### config.mk
export PLATFORM = sky130hd
export DESIGN_NAME = ctx_stack
export DESIGN_NICKNAME = d
export VERILOG_FILES = /design/src/rtl/ctx_stack.sv
export SDC_FILE = /design/constraint.sdc
export NUM_CORES = 1
export LEC_CHECK = 0
export ABC_AREA = 1
export CAP_MARGIN = 0
export CELL_PAD_IN_SITES_DETAIL_PLACEMENT = 1
export CELL_PAD_IN_SITES_GLOBAL_PLACEMENT = 1
export CORE_AREA = 2 2 198 200
export DETAILED_ROUTE_END_ITERATION = 8
export DIE_AREA = 0 0 200 202
export GPL_ROUTABILITY_DRIVEN = 0
export HOLD_SLACK_MARGIN = 0.05
export PLACE_DENSITY_LB_ADDON = 0.15
export SYNTH_ARGS = -nofsm -noshare
export SYNTH_HDL_FRONTEND = slang
export SYNTH_SLANG_ARGS = --single-unit
### constraint.sdc
create_clock -name clk -period 2.5 [get_ports clk]
set_input_delay 0.25 -clock clk [delete_from_list [all_inputs] [get_ports clk]]
set_output_delay 0.25 -clock clk [all_outputs]
set_load 0.005 [all_outputs]
### src/rtl/ctx_stack.sv
// Interrupt-context stack: saves {ie, V, N, C, Z, pc} on interrupt entry and
// replays it on RETI through the ALU flag-restore port with a one-cycle strobe.
module ctx_stack #(
    parameter int DEPTH    = 16,
    parameter int PC_WIDTH = 8
) (
    input  logic                         clk,
    input  logic                         rst_n,
    input  logic                         push,
    input  logic                         pop,
    input  logic [PC_WIDTH-1:0]          pc_in,
    input  logic                         flag_z,
    input  logic                         flag_c,
    input  logic                         flag_n,
    input  logic                         flag_v,
    input  logic                         ie_in,
    input  logic                         err_clr,
    output logic [3:0]                   flag_dout,
    output logic                         flag_wr,
    output logic [PC_WIDTH-1:0]          pc_out,
    output logic                         ie_out,
    output logic                         busy,
    output logic                         empty,
    output logic                         full,
    output logic [$clog2(DEPTH+1)-1:0]   level,
    output logic                         ovf_err,
    output logic                         unf_err
);

    // Flag bit positions on the ALU flag-restore bus
    localparam int Z_FLAG = 0;
    localparam int C_FLAG = 1;
    localparam int N_FLAG = 2;
    localparam int V_FLAG = 3;

    localparam int LW = $clog2(DEPTH + 1);
    localparam int AW = (DEPTH > 1) ? $clog2(DEPTH) : 1;
    localparam int W  = PC_WIDTH + 5;
    localparam logic [LW-1:0] DEPTH_L = LW'(DEPTH);
    localparam logic [LW-1:0] ONE_L   = LW'(1);

    typedef enum logic [1:0] {
        IDLE   = 2'd0,
        POP_RD = 2'd1,
        POP_WR = 2'd2
    } state_t;

    state_t            state_r;
    state_t            state_nxt_s;
    logic [W-1:0]      mem_r [DEPTH];
    logic [W-1:0]      rd_word_r;
    logic [W-1:0]      wr_word_s;
    logic [LW-1:0]     sp_r;
    logic [LW-1:0]     sp_nxt_s;
    logic [AW-1:0]     wr_addr_s;
    logic [AW-1:0]     rd_addr_s;
    logic              push_ok_s;
    logic              pop_ok_s;
    logic              ovf_set_s;
    logic              unf_set_s;
    logic              full_r;
    logic              empty_r;
    logic              ovf_r;
    logic              unf_r;
    logic              flag_wr_r;
    logic              busy_r;
    logic [3:0]        flag_dout_r;
    logic [PC_WIDTH-1:0] pc_out_r;
    logic              ie_out_r;

    // Accept/reject decisions, error detection and stack pointer update
    always_comb begin
        push_ok_s = 1'b0;
        pop_ok_s  = 1'b0;
        ovf_set_s = 1'b0;
        unf_set_s = 1'b0;
        sp_nxt_s  = sp_r;
        wr_word_s = {ie_in, flag_v, flag_n, flag_c, flag_z, pc_in};
        wr_addr_s = AW'(sp_r);
        rd_addr_s = AW'(sp_r - ONE_L);
        if (state_r == IDLE) begin
            push_ok_s = push & ~full_r;
            pop_ok_s  = pop & ~push & ~empty_r;
            ovf_set_s = push & full_r;
            // A simultaneous push wins; the pop is dropped and flagged
            unf_set_s = pop & (push | empty_r);
        end else begin
            ovf_set_s = push;
            unf_set_s = pop;
        end
        if (push_ok_s) begin
            sp_nxt_s = sp_r + ONE_L;
        end else if (pop_ok_s) begin
            sp_nxt_s = sp_r - ONE_L;
        end else begin
            sp_nxt_s = sp_r;
        end
    end

    // Pop sequencer next-state logic
    always_comb begin
        state_nxt_s = state_r;
        case (state_r)
            IDLE: begin
                if (pop_ok_s) begin
                    state_nxt_s = POP_RD;
                end else begin
                    state_nxt_s = IDLE;
                end
            end
            POP_RD:  state_nxt_s = POP_WR;
            POP_WR:  state_nxt_s = IDLE;
            default: state_nxt_s = IDLE;
        endcase
    end

    // Pop sequencer state register
    always_ff @(posedge clk or negedge rst_n) begin
        if (!rst_n) begin
            state_r <= IDLE;
        end else begin
            state_r <= state_nxt_s;
        end
    end

    // Context storage with registered read; contents are deliberately not reset
    always_ff @(posedge clk) begin
        if (push_ok_s) begin
            mem_r[wr_addr_s] <= wr_word_s;
        end
        if (pop_ok_s) begin
            rd_word_r <= mem_r[rd_addr_s];
        end
    end

    // Level, status, sticky errors and restore outputs
    always_ff @(posedge clk or negedge rst_n) begin
        if (!rst_n) begin
            sp_r        <= '0;
            full_r      <= 1'b0;
            empty_r     <= 1'b1;
            ovf_r       <= 1'b0;
            unf_r       <= 1'b0;
            flag_wr_r   <= 1'b0;
            busy_r      <= 1'b0;
            flag_dout_r <= 4'b0000;
            pc_out_r    <= '0;
            ie_out_r    <= 1'b0;
        end else begin
            sp_r      <= sp_nxt_s;
            full_r    <= (sp_nxt_s == DEPTH_L);
            empty_r   <= (sp_nxt_s == '0);
            busy_r    <= (state_nxt_s != IDLE);
            flag_wr_r <= (state_r == POP_RD);
            // A new error in the clear cycle keeps the bit set
            ovf_r     <= ovf_set_s | (ovf_r & ~err_clr);
            unf_r     <= unf_set_s | (unf_r & ~err_clr);
            if (state_r == POP_RD) begin
                pc_out_r            <= rd_word_r[PC_WIDTH-1:0];
                flag_dout_r[Z_FLAG] <= rd_word_r[PC_WIDTH];
                flag_dout_r[C_FLAG] <= rd_word_r[PC_WIDTH+1];
                flag_dout_r[N_FLAG] <= rd_word_r[PC_WIDTH+2];
                flag_dout_r[V_FLAG] <= rd_word_r[PC_WIDTH+3];
                ie_out_r            <= rd_word_r[PC_WIDTH+4];
            end
        end
    end

    assign flag_dout = flag_dout_r;
    assign flag_wr   = flag_wr_r;
    assign pc_out    = pc_out_r;
    assign ie_out    = ie_out_r;
    assign busy      = busy_r;
    assign empty     = empty_r;
    assign full      = full_r;
    assign level     = sp_r;
    assign ovf_err   = ovf_r;
    assign unf_err   = unf_r;

endmodule

==> results.md <==
- Status: finished, final reports clean
- Number of global-route vias before repair: around 6400
- Port buffer count: 41
- Post-CTS sizing: 0
- Inserted Diodes: 0
- Worst endpoint data arrival time: between 2 and 2.5 ns
- Worst VDD drop: roughly 0.58 mV
- Clock transition at the registers of the reported paths: 0.06 ns
- Via total after detailed routing: ~6300
- GRT Util Overall: between 10% and 20%
- Area contributors post-synth: edfxtp_1, dfrtp_1, nor2_1
- Number of max-cap violations: 0
- Longest Clk Path Bufs: 3
- Gr ovfl total: 0
- Netlist cell types: 23
- Layout Skew: 0.0154 ns
- Fmax: 0.440 GHz
- Tmin final: about 2.3 ns
- DR DRC count: 0
- Antenna Nets Post-Route: 0
- Worst-Margin Slew: about 0.74 ns
- Starting Density: around a quarter
- Top cell type's share of synthesized area: roughly 67%
- Die width: roughly 200 um
- Clock sink count: about 250
- FF+latch count, synth: 246
- Post-Syn Area: 9850 sq um
- Synthesized Nets: 779
- Max-slew violations: 0
- Cells after Synth: approximately 760
- 1st-iter DRT viols: 378
- Pwr Density: 1290 nW/um^2
- Routed wire length: 29.6 mm
- Startpoint types: flop
- P_leak: 4.15 nW
- Layout area overhead: 22.5%
- Largest net degree at the start of global routing: roughly 110
- 1st-pass router iterations: 4
- Hold_buf cts: 0
- Maximum fanout along the worst path: 110
- Die Y: between 200 and 250 um
- Core Box Area: around 38000 sq um
- CTS tree: yes
- Final setup violating endpoints: 0
- Final layout net count: 854
- Root Driver: clkbuf_16
- Data required, critical path: roughly 2.3 ns
- Post-Place Cells: approximately 1300
- CTS HTree Levels: 1
- Vias per cell: approximately 4.6
- Post-CTS Repair Setup Buffers: 0
- Std-Cell Rows: 72
- CTS Buf Count: 29
- CP Capture Type: output pin
- IO Pins: 42
- Largest area contributor in the synthesized netlist: edfxtp_1
- Tcrit/Tclk final: 90.8%
- Max_slew headroom: 50.6%
- Die Footprint: roughly 40000 sq um
- Yosys Warn Count: 0
- RSZ-0062 raised after global routing: no
- Layout cell share with drive strength beyond 1: between 10% and 20%
- Cell Count, Final, Fillers Out: approximately 1400
- Sequential area share after synthesis: about three quarters
- Antenna violations before repair: 0
- Setup TNS Final: 0 ns
- Worst skew pair latency: between 0.5 and 0.6 ns
- Syn Area/Cell: 13.0 sq um
- Global-route wire length before repair: 43.7 mm
- Wire length per cell: about 22 um
- Worst Hold Class: in2async
- DP HPWL: about 18 mm
- Crit path kind: reg2out
- Fin. Hold Viols: 0
## final cells by class
| type | instances | area (sq um) |
|---|---|---|
| fillers | 4103 | 26200 |
| clock buffers | 34 | 744 |
| clock inverters | 20 | 133 |
| flip-flops and latches | 246 | 7270 |
| inverters | 18 | 71.3 |
| well taps | 518 | 648 |
| multi-input cells | 448 | 2290 |
| repair buffers | 88 | 913 |
## metrics by stage
stage                     hold slack [ns]  total power, mW  worst slack [ns]  util, %  cell area (sq um)
final                              0.0775             15.6             0.230     31.5              12100
after global routing                0.100             16.7             0.107     31.5              12100
after CTS                          0.0732             15.9             0.181     31.5              12100
after detailed placement            0.462             11.9             0.200     29.2              11200
after global placement              0.457             11.9             0.213     29.2              11200
after floorplan                   -0.0456             9.23             0.238        -               9850
## worst paths after layout
kind | startpoint | endpoint | slack, ns | depth (start not counted)
setup / recovery | level[0]$_DFF_PN0_ | level[0] | 0.23 | 2
hold / removal | rst_n | level[4]$_DFF_PN0_ | 0.08 | 1
setup reg to reg | level[0]$_DFF_PN0_ | mem_r[6][11]$_DFFE_PP_ | 0.36 | 6
hold reg to reg | flag_dout[0]$_DFFE_PN0P_ | flag_dout[0]$_DFFE_PN0P_ | 0.47 | 2
max in group asynchronous | rst_n | pc_out[4]$_DFFE_PN0P_ | 1.80 | 2
min in group clk | err_clr | ovf_err$_DFF_PN0_ | 0.30 | 2
## where the power goes
group          switching (mW)  internal (mW)
Clock                    1.68           2.23
Sequential              0.267           5.12
Combinational            4.06           2.22
## cell usage in the layout, fill, tap and decap left out
cell type        instances
inv_1                   16
inv_4                    1
ha_2                     1
nand2_1                 87
clkinvlp_4               4
o21ai_0                105
nand3_2                  1
clkbuf_1                 5
dfrtp_1                 23
clkdlybuf4s50_1         41
xor2_4                   1
buf_12                  12
nor2_1                 151
nand3_1                 35
nor2_2                   4
clkbuf_16               29
edfxtp_1               221
o211ai_2                20
bufinv_16                1
buf_4                   35
o221ai_1                26
dfstp_2                  1
clkinv_2                10
ha_1                     4
dfrtp_4                  1
o211ai_1                 8
o21ai_1                  3
inv_6                    1
nand4_1                  2
clkinv_1                 5
## worst max-delay path, stage by stage, from the launching register on
cell	delay, ns
dfrtp_4	0.43
buf_12	0.43
clkdlybuf4s50_1	0.60
## kinds of logic (layout without fill, tap and decap cells)
logic type	Yosys count	count (layout)	synth area share (%)
buffers and inverters	62	160	3.10
xor gates and xnor gates	1	1	0.280
AOI/OAI and AO/OA	162	162	11.0
DFF	246	246	73.8
and+or+nand+nor	280	280	11.3
adders and majority gates	5	5	0.635
## routing by layer
metal / wire [um] / vias up / track usage (%)
met5: 0 / - / 0
met2: 13800 / 105 / 23.7
met1: 14200 / 3211 / 21.8
met4: 428 / 0 / 2.80
li1: - / 2906 / -
met3: 1120 / 28 / 2.22
## flip-flops by register name, summed over array words and instances, names as in the netlist
name / cells
level: 5
ie_out: 1
full: 1
mem_r: 208
state_r: 1
empty: 1
ovf_err: 1
flag_wr: 1
unf_err: 1
flag_dout: 4
busy: 1
pc_out: 8
rd_word_r: 13
## synth_stat cells, drive strengths merged
cell type    n
clkbuf      23
inv         18
nor2       155
nand2       87
dfrtp       24
dfstp        1
o21ai      108
o221ai      26
xor2         1
ha           5
o211ai      28
nand3       36
edfxtp     221
buf         21
nand4        2
(Power assumes the default switching activity.)
